### src/rtl/downsample_ctrl_pkg.sv
// Shared FSM encoding and per-output cycle constants
// for the binary-frame block downsampler.
package downsample_ctrl_pkg;

  typedef enum logic [2:0] {
    IDLE,
    FETCH,
    AVG,
    OUT,
    FIN
  } state_e;

  // FETCH spans N read cycles plus one to land the last read
  localparam int FETCH_EXTRA    = 1;
  localparam int AVG_CYCLES     = 1;
  localparam int OUT_MIN_CYCLES = 1;

  function automatic int cycles_per_out(input int n);
    return n + FETCH_EXTRA + AVG_CYCLES + OUT_MIN_CYCLES;
  endfunction

endpackage

### src/rtl/average_n_pixels.sv
// Registered average of n binary pixels, scaled to
// output_resolution bits: (ones * (2^(R-1)-1)) >> log2(n).
module average_n_pixels #(
  parameter int n                 = 4,
  parameter int output_resolution = 8
) (
  input  logic                         clk,
  input  logic                         reset,
  input  logic                         en,
  input  logic [n-1:0]                 pixels,
  output logic [output_resolution-1:0] avg
);

  localparam int CW = $clog2(n + 1);
  localparam int LN = $clog2(n);
  localparam int PW = CW + output_resolution;
  localparam logic [PW-1:0] SCALE =
    PW'((1 << (output_resolution - 1)) - 1);

  logic [CW-1:0]                ones;
  logic [PW-1:0]                prod;
  logic [output_resolution-1:0] avg_d;
  logic [output_resolution-1:0] avg_q;

  always_comb begin
    ones = '0;
    for (int i = 0; i < n; i++) begin
      ones = ones + CW'(pixels[i]);
    end
    prod  = PW'(ones) * SCALE;
    avg_d = avg_q;
    if (en) begin
      avg_d = output_resolution'(prod >> LN);
    end
  end

  always_ff @(posedge clk) begin
    if (reset) begin
      avg_q <= '0;
    end else begin
      avg_q <= avg_d;
    end
  end

  assign avg = avg_q;

endmodule

### src/rtl/downsample_ctrl.sv
// Walks a binary frame in BxB blocks, fetches each block
// from 1-cycle-latency memory and emits one averaged pixel.
module downsample_ctrl
  import downsample_ctrl_pkg::*;
#(
  parameter int IN_W    = 56,
  parameter int IN_H    = 56,
  parameter int B       = 2,
  parameter int OUT_RES = 8,
  localparam int OUT_W  = IN_W / B,
  localparam int OUT_H  = IN_H / B,
  localparam int AW     = $clog2(IN_W * IN_H),
  localparam int OW     = $clog2(OUT_W * OUT_H)
) (
  input  logic               clk,
  input  logic               reset,
  input  logic               start,
  output logic               busy,
  output logic               done,
  output logic [AW-1:0]      mem_addr,
  input  logic               mem_rd_data,
  output logic               out_valid,
  input  logic               out_ready,
  output logic [OUT_RES-1:0] out_pixel,
  output logic [OW-1:0]      out_addr
);

  localparam int N  = B * B;
  localparam int LN = $clog2(N);
  localparam int KW = (LN > 0) ? LN : 1;
  localparam int CW = $clog2(N + FETCH_EXTRA);
  localparam int XW = (OUT_W > 1) ? $clog2(OUT_W) : 1;
  localparam int YW = (OUT_H > 1) ? $clog2(OUT_H) : 1;

  state_e          state_q, state_d;
  logic [CW-1:0]   cnt_q, cnt_d;
  logic [XW-1:0]   bx_q, bx_d;
  logic [YW-1:0]   by_q, by_d;
  logic [N-1:0]    pix_q, pix_d;
  logic [KW-1:0]   k_prev;
  logic            avg_en;
  logic            last_blk;
  logic            row_end;
  int              row;
  int              col;

  assign row_end  = (bx_q == XW'(OUT_W - 1));
  assign last_blk = row_end && (by_q == YW'(OUT_H - 1));
  assign k_prev   = KW'(cnt_q - 1'b1);

  always_comb begin
    row      = int'(by_q) * B + int'(cnt_q) / B;
    col      = int'(bx_q) * B + int'(cnt_q) % B;
    mem_addr = '0;
    if (state_q == FETCH && cnt_q < CW'(N)) begin
      mem_addr = AW'(row * IN_W + col);
    end
  end

  always_comb begin
    state_d = state_q;
    cnt_d   = cnt_q;
    bx_d    = bx_q;
    by_d    = by_q;
    pix_d   = pix_q;
    avg_en  = 1'b0;
    unique case (state_q)
      IDLE: begin
        if (start) begin
          state_d = FETCH;
          cnt_d   = '0;
          bx_d    = '0;
          by_d    = '0;
        end
      end
      FETCH: begin
        if (cnt_q != '0) begin
          pix_d[k_prev] = mem_rd_data;
        end
        if (cnt_q == CW'(N + FETCH_EXTRA - 1)) begin
          state_d = AVG;
          cnt_d   = '0;
        end else begin
          cnt_d = cnt_q + 1'b1;
        end
      end
      AVG: begin
        avg_en  = 1'b1;
        state_d = OUT;
      end
      OUT: begin
        if (out_ready) begin
          cnt_d = '0;
          if (last_blk) begin
            state_d = FIN;
            bx_d    = '0;
            by_d    = '0;
          end else begin
            state_d = FETCH;
            if (row_end) begin
              bx_d = '0;
              by_d = by_q + 1'b1;
            end else begin
              bx_d = bx_q + 1'b1;
            end
          end
        end
      end
      FIN: begin
        state_d = IDLE;
      end
      default: begin
        state_d = IDLE;
      end
    endcase
  end

  always_ff @(posedge clk) begin
    if (reset) begin
      state_q <= IDLE;
      cnt_q   <= '0;
      bx_q    <= '0;
      by_q    <= '0;
      pix_q   <= '0;
    end else begin
      state_q <= state_d;
      cnt_q   <= cnt_d;
      bx_q    <= bx_d;
      by_q    <= by_d;
      pix_q   <= pix_d;
    end
  end

  average_n_pixels #(
    .n                 (N),
    .output_resolution (OUT_RES)
  ) u_avg (
    .clk    (clk),
    .reset  (reset),
    .en     (avg_en),
    .pixels (pix_q),
    .avg    (out_pixel)
  );

  assign busy      = (state_q != IDLE);
  assign done      = (state_q == FIN);
  assign out_valid = (state_q == OUT);
  assign out_addr  = OW'(int'(by_q) * OUT_W + int'(bx_q));

endmodule

### config.mk
export PLATFORM = sky130hd
export DESIGN_NAME = downsample_ctrl
export DESIGN_NICKNAME = d
export VERILOG_FILES = /design/src/rtl/downsample_ctrl_pkg.sv /design/src/rtl/average_n_pixels.sv /design/src/rtl/downsample_ctrl.sv
export SDC_FILE = /design/constraint.sdc
export NUM_CORES = 1
export LEC_CHECK = 0
export BUFFER_PORTS_ARGS = -buffer_cell sky130_fd_sc_hd__buf_4
export CORE_MARGIN = 3
export CORE_UTILIZATION = 59
export DETAILED_ROUTE_END_ITERATION = 16
export GPL_ROUTABILITY_DRIVEN = 0
export PLACE_DENSITY = 0.81
export SKIP_CTS_REPAIR_TIMING = 1
export SKIP_LAST_GASP = 1
export SLEW_MARGIN = 40
export SYNTH_ARGS = -nofsm -noshare
export SYNTH_HDL_FRONTEND = slang
export SYNTH_SLANG_ARGS = --single-unit
### constraint.sdc
create_clock -name clk -period 4 [get_ports clk]
set_clock_uncertainty 0.1 [all_clocks]
set_input_delay 0.6 -clock clk [delete_from_list [all_inputs] [get_ports clk]]
set_output_delay 0.6 -clock clk [all_outputs]
set_load 0.02 [all_outputs]
==> impl_metrics.csv, run 1 <==
group,metric,value,unit
flow_run,maxCapViolCount,0,
synth,avgSynthCellArea,8.36,um2
setup_path,crit_type,"reg -> out",
synth,yosysTopAreaCellShare,0.201,
synth,async_flop_share,0,
floorplanning,core_area,0.00453,mm2
sta,slew-limit-headroom,0.580,
setup_path,critPathMaxFanout,4,
clocking,clockRootBuffer,"clkbuf_8",
status,violations,"setup timing",
hold_path,hold_path_class,"reg -> reg",
clocking,cts_tree,"built",
sta,grt_setup_unrepaired,"true",
global_route,track_usage,0.212,
global_route,grt_max_degree,20,
synth,yosysWarnings,0,
synth,synth_edf_count,0,
finish,synthToLayoutAreaGrowth,23.2,%
synth,ys_seq_area_frac,0.182,
synth,yosys.cell_count.top_type,"ha_1",
global_route,busiest_layer,"met2",
synth,synth_top_family_by_area,"adder cells",
sta,final_hold_viol_count,0,
route,routed_wl,6.59,mm
clocking,cts_made_buffers,3,
sta,setup_viol,1,
status,outcome,"finished, violations left",
floorplanning,die-area,0.00573,mm2
synth,synthAdderAreaFrac,0.284,
finish,final_core_util,0.779,
synth,syn_inst,343,
global_route,grt_pass1_wl,9.45,mm
synth,ys_ff_latch,26,
placement,port_buffers,37,
clocking,clock_sinks,26,
route,wire_per_inst,14.6,um
floorplanning,die_h,75.7,um
sta,setup_ws,-0.00404,ns
finish,final_net_count,451,
synth,ys_top_cells_by_count,"ha_1, nor2_1, inv_1, dfxtp_1, nand2_1",
synth,synthFlopType,"dfxtp_1",
synth,synth_mux_area_frac,0.0249,
clocking,htree_levels,1,
synth,synth-xor-area-share,0.101,
route,antenna_left,0,
sta,worst_pin_slew,0.628,ns
finish,diodes,0,
clocking,clk_latency,0.27,ns
sta,hold_slack,0.359,ns
global_route,use_met1,0.283,
floorplanning,rows,24,
power_and_ir_drop,leakagePower,0.00162,uW
setup_path,endpoint_kind,"output pin",
clocking,clk_path_buf_depth,2,
placement,place_area,0.00323,mm2
placement,dp_hpwl,4.64,mm
setup_path,worst_ep_arrival_time,3.30,ns
power_and_ir_drop,power.density,150,mW/mm2
finish,design_area,0.00353,mm2
finish,fillers,317,
synth,ys_types,51,
sta,max_freq,0.250,GHz
setup_path,worst_ep_required_time,3.30,ns
sta,period_share,1.00,
route,drtIter0Drc,119,
synth,synth.area.top_cells,"ha_1, dfxtp_1, fa_1, xnor2_1, nor2_1",
global_route,grt_overflow,0,
synth,synth-compound-area-share,0.124,
floorplanning,num_io_pins,38,
route,drtPass1Iterations,4,
synth,yosys.area.top_type,"ha_1",
route,drc,0,
floorplanning,die_x,75.7,um
global_route,grt_pass1_vias,2188,
route,num_vias,2531,
finish,stdcell_count,451,
sta,drv_slew,0,
placement,dp_cells,442,
clocking,path_clk_slew,0.08,ns
floorplanning,initial_core_util,0.632,
route,via_per_inst,5.61,
global_route,use_met3,0.0330,
synth,syn_nets,406,
global_route,antenna_found_initial,0,
finish,layout-drive-gt1-share,0.233,
power_and_ir_drop,peakVddDrop,0.182,mV
global_route,grt.met2_usage,0.357,
setup_path,startpoint_type,"register",
synth,synth_area,0.00287,mm2
synth,synthSimpleGateAreaFrac,0.219,
sta,period_needed,4.00,ns
[cell type report]
| class | instances | area, um2 | share of cell area |
|---|---|---|---|
| well taps | 65 | 81.3 | 0.0230 |
| multi-input cells | 272 | 2370 | 0.670 |
| flip-flops and latches | 26 | 529 | 0.150 |
| inverters | 34 | 128 | 0.0361 |
| repair buffers | 51 | 387 | 0.109 |
| clock buffers | 3 | 41.3 | 0.0117 |
[stage by stage]
stage	total power [uW]	setup WS (ns)	TNS (ns)
global route	553	-0.137	-0.300
floorplan	359	0.191	0
global placement	382	0.185	0
finish	530	-0.00404	-0.00404
detailed placement	384	0.0354	0
CTS	530	-0.269	-0.594
[report_power, final]
part           leakage (uW)  internal, uW  switching (uW)
clock network     0.0000216          67.6            82.5
registers          0.000212           263            12.2
logic               0.00139          42.0            62.2
[kinds of logic after synthesis]
| logic type | Yosys count |
|---|---|
| AND/OR/NAND/NOR | 121 |
| adder cells (fa/ha/maj) | 58 |
| AO/OA/AOI/OAI | 53 |
| buffers and inverters | 45 |
| XOR/XNOR | 33 |
| flip-flops | 26 |
| multiplexers | 7 |
[worst max-delay path, stage by stage, from the launching register on]
cell      delay [ns]
dfxtp_4         0.38
ha_4            0.18
xnor2_4         0.19
fa_1            0.44
inv_1           0.07
ha_2            0.18
inv_2           0.05
fa_2            0.46
nor2b_4         0.20
o221ai_2        0.15
mux2i_1         0.16
a31o_2          0.22
mux2i_1         0.17
buf_4           0.17
[worst paths after layout]
kind / to / start / slack, ns / cells after the start
setup / recovery: mem_addr[11] / cnt_q[2]$_SDFFE_PP0P_ / -0.004 / 13
hold / removal: pix_q[2]$_SDFFE_PP0P_ / pix_q[2]$_SDFFE_PP0P_ / 0.36 / 2
setup reg to reg: u_avg.avg[6]$_SDFFE_PP0P_ / pix_q[0]$_SDFFE_PP0P_ / 0.91 / 14
hold reg to reg: pix_q[2]$_SDFFE_PP0P_ / pix_q[2]$_SDFFE_PP0P_ / 0.36 / 2
[cells in the final DEF (no fill, tap or decap), types with 11 or more instances in the layout]
master | Yosys | layout
buf_4 | 4 | 50
xnor2_1 | 19 | 17
xor2_1 | 14 | 11
nor2_1 | 36 | 36
inv_1 | 34 | 33
fa_1 | 12 | 11
ha_1 | 46 | 38
dfxtp_1 | 26 | 23
nand2_1 | 24 | 24
a21oi_1 | 20 | 20
[layer usage]
metal	routed length, um	share of wire	up-vias
li1	-	-	1242
met1	2900	0.44	1198
met2	3250	0.49	79
met3	326	0.049	12
met4	114	0.017	0
met5	0	0	-
[state kept, by name, summed over array words and instances, names as in the netlist]
register	flops
u_avg.avg	6
bx_q	5
by_q	5
pix_q	4
cnt_q	3
state_q	3
(Power assumes the default switching activity.)
==> run 2, diff against run 1 <==
--- a/config.mk
+++ b/config.mk
@@ -17,3 +17,4 @@
 export SYNTH_ARGS = -nofsm -noshare
 export SYNTH_HDL_FRONTEND = slang
 export SYNTH_SLANG_ARGS = --single-unit
+export TNS_END_PERCENT = 50
==> impl_metrics.csv, run 2 (synthesized netlist as in run 1, its figures left out) <==
group,metric,value,unit
status,outcome,"complete, no violations",
sta,drv_slew,0,
finish,layout.cells.most_common,"buf_4",
sta,slew-limit-headroom,0.584,
power_and_ir_drop,peakVddDrop,0.169,mV
sta,grt_setup_unrepaired,"true",
placement,port_buffers,37,
finish,fillers,320,
placement,dp_hpwl,4.64,mm
route,antenna_left,0,
sta,fin_tns_setup,0,ns
global_route,grt_overflow,0,
power_and_ir_drop,power.density,150,mW/mm2
floorplanning,die-area,0.00573,mm2
finish,layout-drive-gt1-share,0.233,
route,drc,0,
sta,worst_pin_slew,0.621,ns
finish,synthToLayoutAreaGrowth,23.1,%
setup_path,endpoint_kind,"output pin",
sta,period_needed,3.99,ns
floorplanning,core_area,0.00453,mm2
flow_run,maxCapViolCount,0,
clocking,htree_levels,1,
route,drtPass1Iterations,4,
hold_path,hold_path_class,"reg -> reg",
power_and_ir_drop,power.share.sequential,0.521,
floorplanning,rows,24,
sta,setup_viol,0,
power_and_ir_drop,share_comb_of_total_power,0.196,
sta,max_freq,0.250,GHz
global_route,antenna_found_initial,0,
clocking,clk_latency,0.27,ns
clocking,cts_made_buffers,3,
finish,final_core_util,0.778,
global_route,grt_pass1_vias,2188,
route,routed_wl,6.40,mm
setup_path,worst_ep_required_time,3.30,ns
floorplanning,num_io_pins,38,
finish,largest_reg_flops,6,
setup_path,startpoint_type,"register",
finish,layout_common_cells,"buf_4, ha_1, nor2_1",
finish,final_net_count,451,
power_and_ir_drop,power_switching,156,uW
route,wire_per_inst,14.2,um
setup_path,worst_ep_arrival_time,3.29,ns
global_route,track_usage,0.212,
route,via_per_inst,5.58,
setup_path,critPathMaxFanout,5,
setup_path,crit_type,"reg -> out",
power_and_ir_drop,leakagePower,0.00162,uW
power_and_ir_drop,p_int,372,uW
clocking,clockRootBuffer,"clkbuf_8",
power_and_ir_drop,p_sw_frac,0.295,
finish,diodes,0,
global_route,grt_pass1_wl,9.45,mm
clocking,cts_tree,"built",
sta,final_hold_viol_count,0,
clocking,clock_sinks,26,
floorplanning,initial_core_util,0.632,
route,drtIter0Drc,127,
clocking,path_clk_slew,0.08,ns
floorplanning,die_h,75.7,um
sta,period_share,0.999,
power_and_ir_drop,p_clk_frac,0.283,
clocking,clk_path_buf_depth,2,
floorplanning,die_x,75.7,um
global_route,grt_max_degree,20,
route,num_vias,2517,
==> run 2: cell counts in the layout (fill, tap and decap cells not counted) <==
No cell type changed its count.
==> run 2: per-stage QoR <==
step	instances	cell area (um2)	total power, uW	hold WS [ns]	setup slack [ns]
floorplan	343	2870	359	0.336	0.191
global placement	442	3230	382	0.347	0.185
detailed placement	442	3230	384	0.350	0.0354
CTS	445	3270	530	0.362	-0.269
global route	451	3530	552	0.397	-0.106
finish	451	3530	528	0.360	0.00551
==> run 2: critical path, stage by stage (launching register included) <==
cell and delay [ns]:
dfxtp_4 0.38, ha_4 0.17, ha_2 0.19, xor2_2 0.19
buf_4 0.15, xnor2_1 0.12, ha_1 0.34, ha_4 0.21
or2_2 0.35, o22ai_4 0.25, xnor2_2 0.17, nand4_1 0.15
mux2i_1 0.19, buf_4 0.16
==> run 2: power by group through the flow <==
stage,logic (uW),registers (uW),clock network [uW]
after floorplan,82.5,276,0
after global placement,100,282,0
after detailed placement,101,283,0
after CTS,102,277,152
after global routing,114,277,161
final,104,275,149
==> run 2: per-layer routing <==
layer / global-route usage / share of wire
met5: 0 / 0
met4: 0.0544 / 0.021
met3: 0.0330 / 0.052
met2: 0.357 / 0.49
met1: 0.283 / 0.44
==> run 2: final timing paths <==
| kind | start | depth (start not counted) | slack, ns | to |
|---|---|---|---|---|
| setup / recovery | cnt_q[2]$_SDFFE_PP0P_ | 13 | 0.006 | mem_addr[11] |
| hold / removal | pix_q[2]$_SDFFE_PP0P_ | 2 | 0.36 | pix_q[2]$_SDFFE_PP0P_ |
| setup reg to reg | pix_q[0]$_SDFFE_PP0P_ | 14 | 0.89 | u_avg.avg[6]$_SDFFE_PP0P_ |
| hold reg to reg | pix_q[2]$_SDFFE_PP0P_ | 2 | 0.36 | pix_q[2]$_SDFFE_PP0P_ |
==> run 2: layout make-up <==
cell class	instances	area (um2)	share of cell area
Multi-Input combinational cell	272	2360	0.670
Tap cell	65	81.3	0.0230
Inverter	34	128	0.0362
Sequential cell	26	529	0.150
Clock buffer	3	41.3	0.0117
Timing Repair Buffer	51	387	0.110
==> run 3, diff against run 2 <==
--- a/config.mk
+++ b/config.mk
@@ -11,10 +11,10 @@
 export DETAILED_ROUTE_END_ITERATION = 16
 export GPL_ROUTABILITY_DRIVEN = 0
 export PLACE_DENSITY = 0.81
-export SKIP_CTS_REPAIR_TIMING = 1
 export SKIP_LAST_GASP = 1
 export SLEW_MARGIN = 40
 export SYNTH_ARGS = -nofsm -noshare
 export SYNTH_HDL_FRONTEND = slang
+export SYNTH_HIERARCHICAL = 1
 export SYNTH_SLANG_ARGS = --single-unit
 export TNS_END_PERCENT = 50
==> impl_metrics.csv, run 3 <==
group,metric,value,unit
synth,synthFlopType,"dfxtp_1",
synth,ys_seq_area_frac,0.179,
clocking,clockRootBuffer,"clkbuf_8",
floorplanning,die_x,76.1,um
power_and_ir_drop,peakVddDrop,0.197,mV
sta,setup_ws,-0.0571,ns
setup_path,cp_slowest_cell,"or4b_1",
floorplanning,core_area,0.00456,mm2
finish,layout_common_cells,"buf_4, ha_1, nor2_1",
sta,hold_slack,0.379,ns
synth,yosysWarnings,6,
global_route,grt_pass1_vias,2406,
synth,syn_inst,336,
setup_path,crit_type,"reg -> out",
clocking,clk_latency,0.27,ns
floorplanning,die_h,76.1,um
sta,worst_pin_slew,0.474,ns
clocking,clk_path_buf_depth,2,
finish,multi_input_area,0.00239,mm2
global_route,grt_overflow,0,
power_and_ir_drop,leakagePower,0.00175,uW
route,num_vias,2553,
placement,dp_cells,441,
sta,drv_slew,0,
setup_path,cp-startpoint,"cnt_q[2]$_SDFFE_PP0P_",
placement,port_buffers,37,
global_route,grt_max_degree,24,
route,wire_per_inst,14.4,um
floorplanning,initial_core_util,0.636,
synth,synth.area.top_cells,"ha_1, dfxtp_1, fa_1, xnor2_1, a21oi_1",
hold_path,hold_path_class,"reg -> reg",
hold_path,whs_path_depth,2,
setup_path,cp.buffers_inverters,1,
synth,synth_edf_count,0,
sta,slew-limit-headroom,0.683,
finish,diodes,0,
route,routed_wl,6.54,mm
flow_run,maxCapViolCount,0,
status,violations,"setup timing",
sta,setup_viol,1,
floorplanning,die-area,0.00580,mm2
synth,async_flop_share,0,
route,drtPass1Iterations,4,
clocking,path_clk_slew,0.09,ns
finish,layout.cells.most_common,"buf_4",
finish,fillers,336,
setup_path,r2r_slack,0.71,ns
finish,final_net_count,454,
route,antenna_left,0,
setup_path,worst_ep_required_time,3.30,ns
sta,max_freq,0.246,GHz
synth,synth_area,0.00290,mm2
clocking,cts_tree,"built",
floorplanning,num_io_pins,38,
hold_path,hp-start,"u_avg/avg[1]$_SDFFE_PP0P_",
route,drtIter0Drc,88,
setup_path,critPathMaxFanout,3,
sta,final_hold_viol_count,0,
setup_path,endpoint_kind,"output pin",
global_route,track_usage,0.218,
setup_path,worst_ep_arrival_time,3.36,ns
setup_path,startpoint_type,"register",
power_and_ir_drop,power.density,132,mW/mm2
clocking,htree_levels,1,
synth,syn_nets,398,
synth,yosys.cell_count.top_type,"ha_1",
finish,synthToLayoutAreaGrowth,24.7,%
placement,dp_hpwl,4.68,mm
setup_path,worst-path-stages,13,
sta,period_share,1.01,
clocking,cts_made_buffers,3,
route,via_per_inst,5.61,
synth,ys_types,66,
synth,avgSynthCellArea,8.64,um2
finish,layout-drive-gt1-share,0.287,
setup_path,cpLargestDelayFamily,"adder cells",
synth,yosys.area.top_type,"ha_1",
sta,period_needed,4.06,ns
finish,seqCellArea,536,um2
hold_path,hold_path_end,"u_avg/avg[1]$_SDFFE_PP0P_",
status,outcome,"finished, violations left",
setup_path,path_cells,"ha_4, ha_4, xor2_4, xor2_1, ha_2, a21o_1, ha_4, o21ai_2, or4b_1, o2111a_1, nand3b_1, mux2_4, buf_6",
setup_path,r2r_end,"u_avg/avg[6]$_SDFFE_PP0P_",
synth,ys_top_cells_by_count,"ha_1, nor2_1, dfxtp_1, inv_1, nand2_1",
route,drc,0,
synth,ys_ff_latch,26,
setup_path,path_common_cell,"ha_4",
finish,largest_reg_flops,6,
clocking,clock_sinks,26,
floorplanning,rows,24,
sta,grt_setup_unrepaired,"true",
finish,stdcell_count,455,
setup_path,cpPeakStageDelay,0.53,ns
synth,yosysTopAreaCellShare,0.194,
setup_path,reg2reg_depth,11,
setup_path,r2r-start,"pix_q[0]$_SDFFE_PP0P_",
global_route,antenna_found_initial,0,
global_route,grt_pass1_wl,10.8,mm
-- run 3: layout make-up --
cell class	count	area share
multi-input combinational	272	0.659
sequential	26	0.148
inverter	27	0.0283
tap	65	0.0225
clock buffer	3	0.0114
timing repair buffer	62	0.131
-- run 3: worst reg2reg max path, stage by stage (launching register included) --
cell and delay (ns):
dfxtp_1 0.34, fa_1 0.50, ha_1 0.25, or2_2 0.32
ha_1 0.40, ha_1 0.24, inv_1 0.10, fa_1 0.24
or2b_1 0.25, nand3_1 0.11, a21oi_1 0.07, a311o_1 0.26
-- run 3: what timing repair did --
action | CTS | global route
endpoints found under the setup margin | 3 | 4
setup buffers | 5 | 6
pin swaps | 8 | 11
hold buffers | 0 | 0
endpoints found under the hold margin | 0 | 0
gates resized for setup | 27 | 14
-- run 3: cell families (layout without fill, tap and decap cells) --
group	Yosys count	count (layout)	share of synthesized area
mux	5	5	0.0177
xor+xnor	27	27	0.0815
buf+inv	38	92	0.0616
compound gates	68	68	0.164
fa+ha+maj	57	57	0.277
simple gates	115	115	0.219
flops	26	26	0.179
-- run 3: power by group --
part / internal [uW] / switching [uW] / leakage (uW)
sequential: 259 / 6.84 / 0.000213
combinational: 23.9 / 36.4 / 0.00152
clock: 67.6 / 83.3 / 0.0000216
-- run 3: layer usage --
metal  track usage  vias to the layer above  share of wire
met4        0.0453                        0          0.027
met3        0.0319                       16          0.036
met1         0.286                     1197           0.46
met5             0                        -              0
met2         0.382                       60           0.48
li1              -                     1280              -
-- run 3: metrics by stage --
step | setup slack (ns) | util | power [uW] | area (um2) | setup TNS (ns)
floorplan | 0.0753 | - | 319 | 2900 | 0
global placement | 0.0965 | 0.721 | 332 | 3290 | 0
detailed placement | 0.0240 | 0.721 | 334 | 3290 | 0
CTS | -0.0220 | 0.768 | 479 | 3510 | -0.0277
global route | -0.186 | 0.793 | 501 | 3620 | -0.322
finish | -0.0571 | 0.793 | 477 | 3620 | -0.0571
-- run 3: how the worst max path moves through the flow --
stage / to
floorplan: mem_addr[10]
finish: mem_addr[11]
global placement: mem_addr[11]
global route: mem_addr[11]
CTS: mem_addr[11]
detailed placement: mem_addr[11]
